<file path="src/rtl/obi_sram_arbiter.sv">
// rtl/obi_sram_arbiter.sv - round-robin arbiter sharing one OBI subordinate among NUM_MGR managers
//
// Ports:
//   clk_i, reset_ni          clock, asynchronous active-low reset
//   mgr_req_i / mgr_gnt_o    per-manager A-phase request / grant
//   mgr_addr_i, mgr_we_i,    packed per-manager A-phase payload (manager i in slice i)
//   mgr_be_i, mgr_wdata_i
//   mgr_rvalid_o             per-manager R-phase valid, routed by the in-order ID FIFO
//   mgr_rready_i             per-manager R-phase ready
//   mgr_rdata_o, mgr_err_o   R-phase data / error, broadcast to all managers
//   sbr_req_o .. sbr_wdata_o A-phase to the subordinate
//   sbr_gnt_i                subordinate grant
//   sbr_rvalid_i, sbr_rdata_i, sbr_err_i  R-phase from the subordinate
//   sbr_rready_o             R-phase ready to the subordinate
module obi_sram_arbiter #(
  parameter int unsigned NUM_MGR    = 2,
  parameter int unsigned ADDR_WIDTH = 32,
  parameter int unsigned DATA_WIDTH = 32,
  parameter int unsigned MAX_OUTST  = 2
) (
  input  logic                              clk_i,
  input  logic                              reset_ni,
  input  logic [NUM_MGR-1:0]                mgr_req_i,
  output logic [NUM_MGR-1:0]                mgr_gnt_o,
  input  logic [NUM_MGR*ADDR_WIDTH-1:0]     mgr_addr_i,
  input  logic [NUM_MGR-1:0]                mgr_we_i,
  input  logic [NUM_MGR*DATA_WIDTH/8-1:0]   mgr_be_i,
  input  logic [NUM_MGR*DATA_WIDTH-1:0]     mgr_wdata_i,
  output logic [NUM_MGR-1:0]                mgr_rvalid_o,
  input  logic [NUM_MGR-1:0]                mgr_rready_i,
  output logic [DATA_WIDTH-1:0]             mgr_rdata_o,
  output logic                              mgr_err_o,
  output logic                              sbr_req_o,
  output logic [ADDR_WIDTH-1:0]             sbr_addr_o,
  output logic                              sbr_we_o,
  output logic [DATA_WIDTH/8-1:0]           sbr_be_o,
  output logic [DATA_WIDTH-1:0]             sbr_wdata_o,
  input  logic                              sbr_gnt_i,
  input  logic                              sbr_rvalid_i,
  input  logic [DATA_WIDTH-1:0]             sbr_rdata_i,
  input  logic                              sbr_err_i,
  output logic                              sbr_rready_o
);

  localparam int unsigned BE_WIDTH  = DATA_WIDTH / 8;
  localparam int unsigned IDX_WIDTH = $clog2(NUM_MGR);
  localparam int unsigned PTR_WIDTH = (MAX_OUTST > 1) ? $clog2(MAX_OUTST) : 1;
  localparam int unsigned CNT_WIDTH = $clog2(MAX_OUTST + 1);

  typedef enum logic {
    ARB,
    HOLD
  } state_e;

  state_e               state_q, state_d;
  logic [IDX_WIDTH-1:0] prio_q, prio_d;
  logic [IDX_WIDTH-1:0] lock_q, lock_d;
  logic [IDX_WIDTH-1:0] rr_sel, cand, sel;
  logic                 rr_found;
  logic                 pending;
  logic                 push, pop;

  logic [IDX_WIDTH-1:0] fifo_mem [MAX_OUTST];
  logic [PTR_WIDTH-1:0] wr_ptr_q, rd_ptr_q;
  logic [CNT_WIDTH-1:0] count_q;
  logic                 fifo_full, fifo_empty;
  logic [IDX_WIDTH-1:0] head;

  function automatic logic [PTR_WIDTH-1:0] ptr_inc(input logic [PTR_WIDTH-1:0] p);
    if (p == PTR_WIDTH'(MAX_OUTST - 1)) begin
      return '0;
    end
    return p + PTR_WIDTH'(1);
  endfunction

  assign fifo_empty = (count_q == '0);
  assign fifo_full  = (count_q == CNT_WIDTH'(MAX_OUTST));
  assign head       = fifo_mem[rd_ptr_q];

  // Round-robin search: first requesting index at or above prio_q, wrapping.
  // When nobody requests, rr_sel falls back to prio_q whose request is low.
  always_comb begin
    rr_sel   = prio_q;
    rr_found = 1'b0;
    cand     = '0;
    for (int k = 0; k < NUM_MGR; k++) begin
      cand = IDX_WIDTH'((int'(prio_q) + k) % int'(NUM_MGR));
      if (!rr_found && mgr_req_i[cand]) begin
        rr_found = 1'b1;
        rr_sel   = cand;
      end
    end
  end

  // A locked selection survives a manager dropping its request; the
  // subordinate then simply sees sbr_req_o low until the grant arrives.
  always_comb begin
    sel     = (state_q == HOLD) ? lock_q : rr_sel;
    pending = reset_ni & mgr_req_i[sel];
  end

  // A-phase mux and grant. A full FIFO blocks the request outright, so a
  // same-cycle pop cannot make room for a push.
  always_comb begin
    sbr_req_o   = pending & ~fifo_full;
    push        = sbr_req_o & sbr_gnt_i;
    mgr_gnt_o   = '0;
    sbr_addr_o  = '0;
    sbr_we_o    = 1'b0;
    sbr_be_o    = '0;
    sbr_wdata_o = '0;
    if (push) begin
      mgr_gnt_o[sel] = 1'b1;
    end
    if (pending) begin
      sbr_addr_o  = mgr_addr_i[sel*ADDR_WIDTH +: ADDR_WIDTH];
      sbr_we_o    = mgr_we_i[sel];
      sbr_be_o    = mgr_be_i[sel*BE_WIDTH +: BE_WIDTH];
      sbr_wdata_o = mgr_wdata_i[sel*DATA_WIDTH +: DATA_WIDTH];
    end
  end

  // Next-state logic for the arbitration FSM and the priority pointer.
  always_comb begin
    state_d = state_q;
    lock_d  = lock_q;
    prio_d  = prio_q;
    case (state_q)
      ARB: begin
        if (sbr_req_o && !sbr_gnt_i) begin
          state_d = HOLD;
          lock_d  = sel;
        end
      end
      HOLD: begin
        if (sbr_gnt_i) begin
          state_d = ARB;
        end
      end
      default: state_d = ARB;
    endcase
    if (push) begin
      prio_d = (sel == IDX_WIDTH'(NUM_MGR - 1)) ? '0 : sel + IDX_WIDTH'(1);
    end
  end

  // R-phase routing. With nothing outstanding the response is swallowed.
  always_comb begin
    sbr_rready_o = ~reset_ni | fifo_empty | mgr_rready_i[head];
    pop          = reset_ni & sbr_rvalid_i & sbr_rready_o & ~fifo_empty;
    mgr_rvalid_o = '0;
    if (reset_ni && sbr_rvalid_i && !fifo_empty) begin
      mgr_rvalid_o[head] = 1'b1;
    end
    mgr_rdata_o = reset_ni ? sbr_rdata_i : '0;
    mgr_err_o   = reset_ni & sbr_err_i;
  end

  always_ff @(posedge clk_i or negedge reset_ni) begin
    if (!reset_ni) begin
      state_q  <= ARB;
      prio_q   <= '0;
      lock_q   <= '0;
      wr_ptr_q <= '0;
      rd_ptr_q <= '0;
      count_q  <= '0;
    end else begin
      state_q <= state_d;
      prio_q  <= prio_d;
      lock_q  <= lock_d;
      if (push) begin
        wr_ptr_q <= ptr_inc(wr_ptr_q);
      end
      if (pop) begin
        rd_ptr_q <= ptr_inc(rd_ptr_q);
      end
      case ({push, pop})
        2'b10:   count_q <= count_q + CNT_WIDTH'(1);
        2'b01:   count_q <= count_q - CNT_WIDTH'(1);
        default: count_q <= count_q;
      endcase
    end
  end

  // ID storage needs no reset: entries are only read while count_q says valid.
  always_ff @(posedge clk_i) begin
    if (push) begin
      fifo_mem[wr_ptr_q] <= sel;
    end
  end

endmodule

</file>
<file path="config.mk">
export PLATFORM = sky130hd
export DESIGN_NAME = obi_sram_arbiter
export DESIGN_NICKNAME = d
export VERILOG_FILES = /design/src/rtl/obi_sram_arbiter.sv
export SDC_FILE = /design/constraint.sdc
export NUM_CORES = 1
export LEC_CHECK = 0
export CAP_MARGIN = 30
export CORE_AREA = 8 8 104 106
export DETAILED_ROUTE_END_ITERATION = 10
export DIE_AREA = 0 0 112 114
export GPL_TIMING_DRIVEN = 1
export PLACE_DENSITY = 0.86
export SLEW_MARGIN = 20
export SYNTH_ARGS = -nofsm -noshare
export SYNTH_HDL_FRONTEND = slang
export SYNTH_SLANG_ARGS = --single-unit
export TNS_END_PERCENT = 30
</file>
<file path="constraint.sdc">
create_clock -name clk_i -period 2.5 [get_ports clk_i]
set_input_delay 0.5 -clock clk_i [delete_from_list [all_inputs] [get_ports clk_i]]
set_output_delay 0.5 -clock clk_i [all_outputs]
set_load 0.05 [all_outputs]
</file>
==> run summary <==
* finished clean — status
* 331 — post-synthesis instance total
* a21oi_1 — most frequently used cell type in the post-synthesis netlist
* 0.701 mV — peak ir drop on the vdd network
* 0.846 — GP Congestion
* 226% — post-synthesis to final-layout area growth
* 0 — number of nets still failing antenna checks after routing
* primary output — Worst setup EP type
* 0.00610 sq mm — area after detailed placement
* buf_12 — cell repeated most along the worst path
* 0.225 — gr usage total
* 0.120 — portion of the post-synthesis area used by sequential elements
* 0.0618 — met3 usage
* 0.179 — Synth top area share
* 0.234 — met1 demand-to-capacity share in global routing
* 0.101 ns — Final WS setup
* 22800 um — global-route wire length before repair
* 2.46 nW — Pleak
* 70 — pin count of the biggest net entering global routing
* 0 — GR Overflow Total
* 2 — number of flops mapped to enable cells by yosys
* -0.304 ns — Setup WS pre-CTS
* 3 — total CTS buffers
* 788 — Layout Nets
* a21oi_1 — most area-hungry cell type in the Yosys netlist
* 626 mW/mm^2 — cell area power density
* dfrtp_1 — CP max-delay cell
* 2.40 ns — final worst path period need
* 3788 — vias in the first global route
* 0 — Warnings, synthesis
* 0.00911 sq mm — Std-Cell Core Area
* 0.778 — Post-synth ARST share
* a21oi_1, nand3_1, o21ai_0 — top cells by count, synth
* 9 — number of clock sinks seen by CTS
* 0.00196 sq mm — combined area of all synthesized cells
* 21.5 um — WL per Instance
* 1 — initial antenna violation count
* 34 — post-synthesis cell type count
* 0.215 — Starting Density
* 3681 — detailed-route via count
* 4.01 mW — total power after layout
* 0.303 — layout cell share with drive strength beyond 1
* flip-flop to primary output — CP Class
* a21oi_1, nand3_1, o21ai_0 — cell types occupying the most area after synthesis
* 0 — hold_buf cts
* 417 MHz — Highest Clock Rate
* 5.92 sq um — mean area per synthesized cell
* 0 — Final Max Slew Viols
* flip-flop to flip-flop — Worst Hold Class
* 511 — nets in the synthesized netlist
* 0.706 — headroom to the max-slew limit
* 6 — DR pass1 iterations
* 9 — #FFs+latches synth
* 5.12 — via count normalized by instance count
* 0 — number of failing hold endpoints at the final stage
* 15500 um — Post-Route WL
* 0.435 ns — Worst Tran Pin Value
* 0.00640 sq mm — post-route cell area
* 114 um — y dimension of the die
* 0.000481 ns — Clock Skew
* met2 — most utilized layer in the global route result
* 1.90 ns — critical path arrival
* buffers and inverters — Crit path max-delay family
* dfrtp_1 — dominant register cell in the synthesized netlist
* 0 — residual DRC count
* 708 — number of cells in the design after placement
* 112 um — width of the chip
* clkbuf_8 — clock root cell
* 0 — number of max-cap violations
* flip-flop — element type at the critical path start
* 287 — IO Pins
* 0.430 — global routing met2 resource utilization
* 0.703 — Final Core Density
* 0.24 ns — clock latency at the later pin of the worst-skew pair
* false — unrepaired setup endpoints after global routing
* 0.0128 sq mm — die area
* done — TritonCTS clock tree
* 0.503 ns — worst hold margin
* 1 — H-tree level count
* 340 — initial detailed-routing violation count
* 2.00 ns — required time at the endpoint of the critical path
* 0 — number of setup violations in the final report
* 0.05 ns — Clock transition at path regs
* 12200 um — Post-DP HPWL
* inv_1, o211a_4, buf_12, o21ai_0, a21oi_1, buf_12 — ordered cell list for the critical path
* 0.959 — final cycle utilization of the critical path
* 35 — placement row count
* 0 ns — setup TNS
* 0.43 ns — peak per-stage delay on the critical path
* 719 — number of standard cells in the layout, taps in and fillers out
* 56 — largest fanout of any net on the critical path
* 3 — critical path buffer and inverter count
* 653 — count of filler cells inserted in the layout
* 2 — Clock Tree Buf Depth
* 286 — Port Buffers
[area by class of cell]
| class | count | area, sq um | area share |
|---|---|---|---|
| inverter | 3 | 11.3 | 0.00176 |
| clock buffer | 4 | 45.0 | 0.00704 |
| sequential | 9 | 235 | 0.0368 |
| multi-input combinational | 281 | 1720 | 0.269 |
| antenna | 1 | 2.50 | 0.000391 |
| timing repair buffer | 310 | 4250 | 0.663 |
| tap | 111 | 139 | 0.0217 |
[report_power, final]
group | switching, mW | internal, mW | leakage [nW]
clock | 0.0636 | 0.112 | 0.0228
combinational | 1.95 | 1.60 | 2.33
sequential | 0.0696 | 0.213 | 0.101
[path summary, 6_finish.rpt]
| check | endpoint | slack (ns) | depth (start not counted) | startpoint |
|---|---|---|---|---|
| max in group asynchronous | state_q | 1.65 | 3 | reset_ni |
| hold / removal | rd_ptr_q | 0.50 | 1 | rd_ptr_q |
| setup / recovery | sbr_addr_o[5] | 0.10 | 6 | state_q |
| min in group asynchronous | rd_ptr_q | 0.60 | 3 | reset_ni |
| setup reg to reg | count_q[1] | 0.44 | 10 | lock_q |
| hold reg to reg | rd_ptr_q | 0.50 | 1 | rd_ptr_q |
[cell families (layout without fill, tap and decap cells)]
family	after synthesis	count (layout)	share of synthesized area
compound gates	145	145	0.387
xor+xnor	5	5	0.0223
fa+ha+maj	1	1	0.00638
buf+inv	41	317	0.0976
flops	9	9	0.120
mux	4	4	0.0211
other cells	0	1	0
simple gates	126	126	0.345
[per-layer routing]
metal / up-vias / wire length (um)
met2: 203 / 8240
met3: 31 / 1330
met5: - / 0
met4: 0 / 410
met1: 1708 / 5470
li1: 1739 / -
[flip-flops by register name, summed over array words and instances, names as in the netlist]
signal / cells
count_q: 2
fifo_mem: 2
lock_q: 1
prio_q: 1
rd_ptr_q: 1
state_q: 1
wr_ptr_q: 1
[placed cells by master (no fill, tap or decap), drive strengths merged, types with 3 or more instances in the layout]
| cell | netlist | layout |
|---|---|---|
| nor2 | 6 | 6 |
| nand2 | 7 | 7 |
| clkbuf | 21 | 6 |
| a21oi | 70 | 70 |
| dfrtp | 7 | 7 |
| inv | 3 | 3 |
| xor2 | 3 | 3 |
| mux2i | 3 | 3 |
| buf | 17 | 132 |
| o21ai | 70 | 70 |
| nand3 | 69 | 69 |
| clkdlybuf4s50 | 0 | 175 |
| and2 | 36 | 36 |
[repair_timing]
action,in CTS,in global routing
gates resized for setup,47,5
setup buffers,4,0
setup endpoints to repair,72,67
pin swaps,38,2
gates cloned,1,1
(Power assumes the default switching activity.)
==> RTL change 1: new RTL, config.mk and constraints unchanged <==
Change the parameter `ADDR_WIDTH` from 32 to 40.
--- a/src/rtl/obi_sram_arbiter.sv
+++ b/src/rtl/obi_sram_arbiter.sv
@@ -14,7 +14,7 @@
 //   sbr_rready_o             R-phase ready to the subordinate
 module obi_sram_arbiter #(
   parameter int unsigned NUM_MGR    = 2,
-  parameter int unsigned ADDR_WIDTH = 32,
+  parameter int unsigned ADDR_WIDTH = 40,
   parameter int unsigned DATA_WIDTH = 32,
   parameter int unsigned MAX_OUTST  = 2
 ) (
Ports: changed (resized mgr_addr_i and sbr_addr_o); port bits go from 287 to 311. The function was not compared with the original's and may differ.
==> RTL change 1 against the original RTL <==
- utilization up 11 points
- critical path depth grew 2
- via count rose by 16%
- power is 19% higher
- sequential cell count unchanged
- setup slack worse by 55 ps
- routed wire length up 17%
- clock skew about the same
- area after synthesis increased by 6.8%
- non-clock buffer count up 38
- hold slack got worse by 180 ps
- cell area rose by 16%
- largest power group unchanged
==> RTL change 1: results (changes against the original RTL) <==
ys_types: 31  # was 34
gp_congestion: 0.890  # was 0.846
fillerInstances: 484  # was 653
drt_iter0_drc: 331  # was 340
routed_wl_microns: 18100  # was 15500 microns
dpl_cell_area_sq_um: 6660  # was 6100 sq um
rr_startpoint: "lock_q"  # unchanged
place_hpwl_microns: 13200  # was 12200 microns
vdd_ir_drop_max_mv: 0.375  # was 0.701 mV
crit_arrival_ps: 1950  # was 1900 ps
nets: 866  # was 788
worst_path_largest_cell_delay_ps: 280  # was 430 ps
reg2reg_slack_ps: 410  # was 440 ps
hold_path_class: "in2async"  # was reg2reg
finalCriticalPeriod_ps: 2450  # was 2400 ps
grt_start_max_net_pins: 43  # was 70
syn-num-nets: 556  # was 511
fin_worst_skew_ps: 0.256  # was 0.481 ps
swShare: 0.521  # was 0.520
dr_total_vias: 4270  # was 3681
synth_common_cells: "78 x a21oi_1, 77 x nand3_1, 67 x o21ai_0"  # was 70 x a21oi_1, 69 x nand3_1, 67 x o21ai_0
p_total_uw: 4780  # was 4010 uW
diodes: 0  # was 1
crit_start: "mgr_req_i[0]"  # was state_q
via_per_inst: 5.47  # was 5.12
preCtsSetupSlack_ps: -288  # was -304 ps
synthTopCellsByArea: "a21oi_1 19%, nand3_1 18%, o21ai_0 16%"  # was a21oi_1 18%, nand3_1 18%, o21ai_0 17%
reg2reg_depth: 9  # was 10
io_buffer_count: 310  # was 286
grt_pass1_wl_microns: 25400  # was 22800 microns
max_slew.worst_pin.slew_ps: 450  # was 435 ps
seq_area_frac_synth: 0.112  # was 0.120
grt_usage: 0.248  # was 0.225
setup.worst_path.end: "sbr_wdata_o[14]"  # was sbr_addr_o[5]
syn_area_per_cell_sq_um: 5.81  # was 5.92 sq um
outcome: "finished, final reports clean"  # unchanged
seq_power_share: 0.059  # was 0.070
powerComb_uw: 4340  # was 3550 uW
drive_gt1_frac: 0.363  # was 0.303
dp_cells: 765  # was 708
cp_max_fo: 7  # was 56
cp_slowest_cell: "mux2_4"  # was dfrtp_1
-- RTL change 1: cell types whose count changed in the layout (fill, tap and decap cells not counted), sizes merged, moves of 4 or more --
cell           delta
a21oi             +8
clkdlybuf4s50    +16
clkbuf            +4
nand3             +8
buf              +18
o21ai             +8
-- RTL change 1: area by class of cell --
cell class              count  area [sq um]  share of cell area
well taps                 111           139              0.0187
inverters                   3          11.3             0.00152
clock buffers               4          45.0             0.00607
multi-input cells         305          2170               0.293
repair buffers            348          4820               0.649
flip-flops and latches      9           235              0.0317
-- RTL change 1: how the worst min path moves through the flow --
stage | start | to | slack, ps
floorplan | reset_ni | count_q[0] | 200
global placement | wr_ptr_q | wr_ptr_q | 470
detailed placement | wr_ptr_q | wr_ptr_q | 490
CTS | wr_ptr_q | wr_ptr_q | 500
global route | reset_ni | count_q[1] | 330
finish | reset_ni | wr_ptr_q | 320
-- RTL change 1: cell families after synthesis --
group	synth area share
muxes	0.0197
DFF	0.112
and+or+nand+nor	0.340
buffers and inverters	0.103
AOI/OAI and AO/OA	0.397
xor gates and xnor gates	0.0209
adders and majority gates	0.00598
-- RTL change 1: timing repair --
item                       CTS  global route
gates resized for setup     44            69
setup endpoints to repair   80            81
cloned                       2             5
buffers inserted             1             3
pin swaps                   16             5
-- RTL change 1: worst register-to-register path, delay by kind of cell, from the launching register on --
kind / cells / cell delay, ps
compound gates: 1 / 250
mux: 1 / 330
buf+inv: 3 / 400
xor+xnor: 1 / 150
flops: 1 / 410
fa+ha+maj: 1 / 250
simple gates: 2 / 210
-- RTL change 1: metal layers --
metal / global-route usage / wire length (microns) / part of all wire
met5: 0 / 13 / 0.00072
met4: 0.0773 / 606 / 0.033
met3: 0.0798 / 1660 / 0.092
met2: 0.470 / 9690 / 0.53
met1: 0.253 / 6170 / 0.34
==> RTL change 2: new RTL, same flow settings <==
Without the edit above. Put a register stage on the output `mgr_err_o`, cleared by the reset. The value now appears one clock later. The other outputs are not delayed to match.
--- a/src/rtl/obi_sram_arbiter.sv
+++ b/src/rtl/obi_sram_arbiter.sv
@@ -52,6 +52,8 @@
     HOLD
   } state_e;
 
+  logic mgr_err_d;
+
   state_e               state_q, state_d;
   logic [IDX_WIDTH-1:0] prio_q, prio_d;
   logic [IDX_WIDTH-1:0] lock_q, lock_d;
@@ -153,7 +155,7 @@
       mgr_rvalid_o[head] = 1'b1;
     end
     mgr_rdata_o = reset_ni ? sbr_rdata_i : '0;
-    mgr_err_o   = reset_ni & sbr_err_i;
+    mgr_err_d   = reset_ni & sbr_err_i;
   end
 
   always_ff @(posedge clk_i or negedge reset_ni) begin
@@ -189,5 +191,13 @@
     end
   end
 
+  always_ff @(posedge clk_i or negedge reset_ni) begin
+    if (!reset_ni) begin
+      mgr_err_o <= '0;
+    end else begin
+      mgr_err_o <= mgr_err_d;
+    end
+  end
+
 endmodule
 
Formal check against the unedited RTL: not equivalent (a bounded check fails within 4 cycles, from zero or initial values and one cycle with reset_ni low).
==> RTL change 2 against the original RTL <==
- setup slack lost 57 ps
- power grew 23%
- sequential cell count increased by 1
- cell area rose by 6.2%
- area after synthesis fell by 11%
- die area is the same
- hold slack got worse by 190 ps
- routed wire length fell by 1.0%
- largest cell class unchanged
==> RTL change 2: results (changes against the original RTL) <==
syn-num-nets: 496  # was 511
grt_usage: 0.209  # was 0.225
via_per_inst: 4.81  # was 5.12
ys_types: 29  # was 34
cts_buffers: 3  # unchanged
diodes: 0  # was 1
clk_latency_ps: 230
path_clk_slew_ps: 50  # about the same
drive_gt1_frac: 0.395  # was 0.303
worst_path_largest_cell_delay_ps: 420
htree_levels: 1  # unchanged
cp_slowest_cell: "dfrtp_1"  # unchanged
dpl_cell_area_sq_um: 5930  # was 6100 sq um
io_buffer_count: 286  # unchanged
highest-signal-layer: "met4"  # unchanged
vdd_ir_drop_max_mv: 0.429  # was 0.701 mV
cp_max_fo: 6  # was 56
crit_arrival_ps: 1960  # was 1900 ps
yosysWarnings: 0  # unchanged
preCtsSetupSlack_ps: -340  # was -304 ps
grt_pass1_vias: 3749  # was 3788
synthFlopType: "dfrtp_1"  # unchanged
cts_buffer_depth: 2  # unchanged
gp_congestion: 0.784  # was 0.846
p_leak_uw: 0.00272  # was 0.00246 uW
outcome: "finished, final reports clean"  # unchanged
synth_common_cells: "143 x nand2_1, 70 x a21oi_1, 33 x and2_1"  # was 70 x a21oi_1, 69 x nand3_1, 67 x o21ai_0
cp_top_family: "compound AO/OA/AOI/OAI gates"  # was buffers and inverters
top_regs: "count_q (2), fifo_mem (2)"  # unchanged
drt_iter0_drc: 170  # was 340
synth_edf_count: 2  # unchanged
grt_start_max_net_pins: 43  # was 70
antenna_found_initial: 0  # was 1
wl_met3_microns: 1260  # was 1330 microns
wl_met2_microns: 8530  # was 8240 microns
cts_root_buffer: "clkbuf_8"  # unchanged
max_slew.worst_pin.slew_ps: 556  # was 435 ps
nets: 789  # was 788
fin_worst_skew_ps: 4.59  # was 0.481 ps
wl_met1_microns: 5070  # was 5470 microns
drtPass1Iterations: 5  # was 6
hold_path_class: "in2async"  # was reg2reg
async_flop_share: 0.800  # was 0.778
synthTopCellsByArea: "nand2_1 31%, a21oi_1 20%, and2_1 12%"  # was a21oi_1 18%, nand3_1 18%, o21ai_0 17%
setup_viol: 0  # unchanged
place_hpwl_microns: 11300  # was 12200 microns
grt_pass1_wl_microns: 21300  # was 22800 microns
post_drt_wl_per_cell_microns: 21.3  # was 21.5 microns
seq_area_frac_synth: 0.148  # was 0.120
==> RTL change 2: final timing paths <==
check / startpoint / to / slack (ps) / cells after the start
worst max register to register: count_q[0] / count_q[1] / 720 / 7
min in group clk_i: rd_ptr_q / rd_ptr_q / 510 / 1
worst min register to register: rd_ptr_q / rd_ptr_q / 510 / 1
worst min-delay path: reset_ni / count_q[1] / 320 / 2
max in group asynchronous: reset_ni / wr_ptr_q / 1970 / 2
worst max-delay path: prio_q / sbr_wdata_o[15] / 40 / 8
==> RTL change 2: logic make-up (layout without fill, tap and decap cells) <==
| family | count (synthesis) | after routing | share of synthesized area |
|---|---|---|---|
| buf+inv | 29 | 321 | 0.103 |
| xor+xnor | 5 | 5 | 0.0250 |
| simple gates | 191 | 191 | 0.467 |
| fa+ha+maj | 1 | 1 | 0.00713 |
| mux | 3 | 3 | 0.0178 |
| flops | 10 | 10 | 0.148 |
| compound gates | 77 | 77 | 0.231 |
==> RTL change 2: power breakdown <==
group / internal (uW) / leakage, uW / switching (uW) / total, uW
Combinational: 2110 / 0.00257 / 2310 / 4420
Sequential: 231 / 0.000115 / 57.4 / 288
Clock: 138 / 0.0000288 / 61.3 / 200
==> RTL change 2: repair_timing <==
| action | CTS | global route |
|---|---|---|
| endpoints found under the setup margin | 71 | 68 |
| setup buffers | 4 | 0 |
| resized for setup | 66 | 52 |
| pin swaps | 46 | 38 |
| cloned | 4 | 8 |
==> RTL change 2: metal layers <==
metal	vias to the layer above	GRT usage
met5	-	0
met4	0	0.0576
met3	36	0.0629
met2	187	0.417
met1	1626	0.204
li1	1608	-
==> RTL change 2: stage by stage <==
step                setup TNS [ps]  hold WS [ps]  utilization  cells  total power (uW)
floorplan                    -4610           204            -    316              2090
global placement            -16470           477        0.651    700              3710
detailed placement          -18990           493        0.651    700              3800
CTS                           -359           503        0.705    712              4510
global route                 -1.84           342        0.746    719              5120
finish                           0           317        0.746    719              4910
==> RTL change 2: cell type report <==
cell class | count | area, sq um
well taps | 111 | 139
clock buffers | 4 | 55.1
multi-input cells | 277 | 1850
flip-flops and latches | 10 | 260
repair buffers | 314 | 4470
inverters | 3 | 18.8
fillers | 567 | 2310
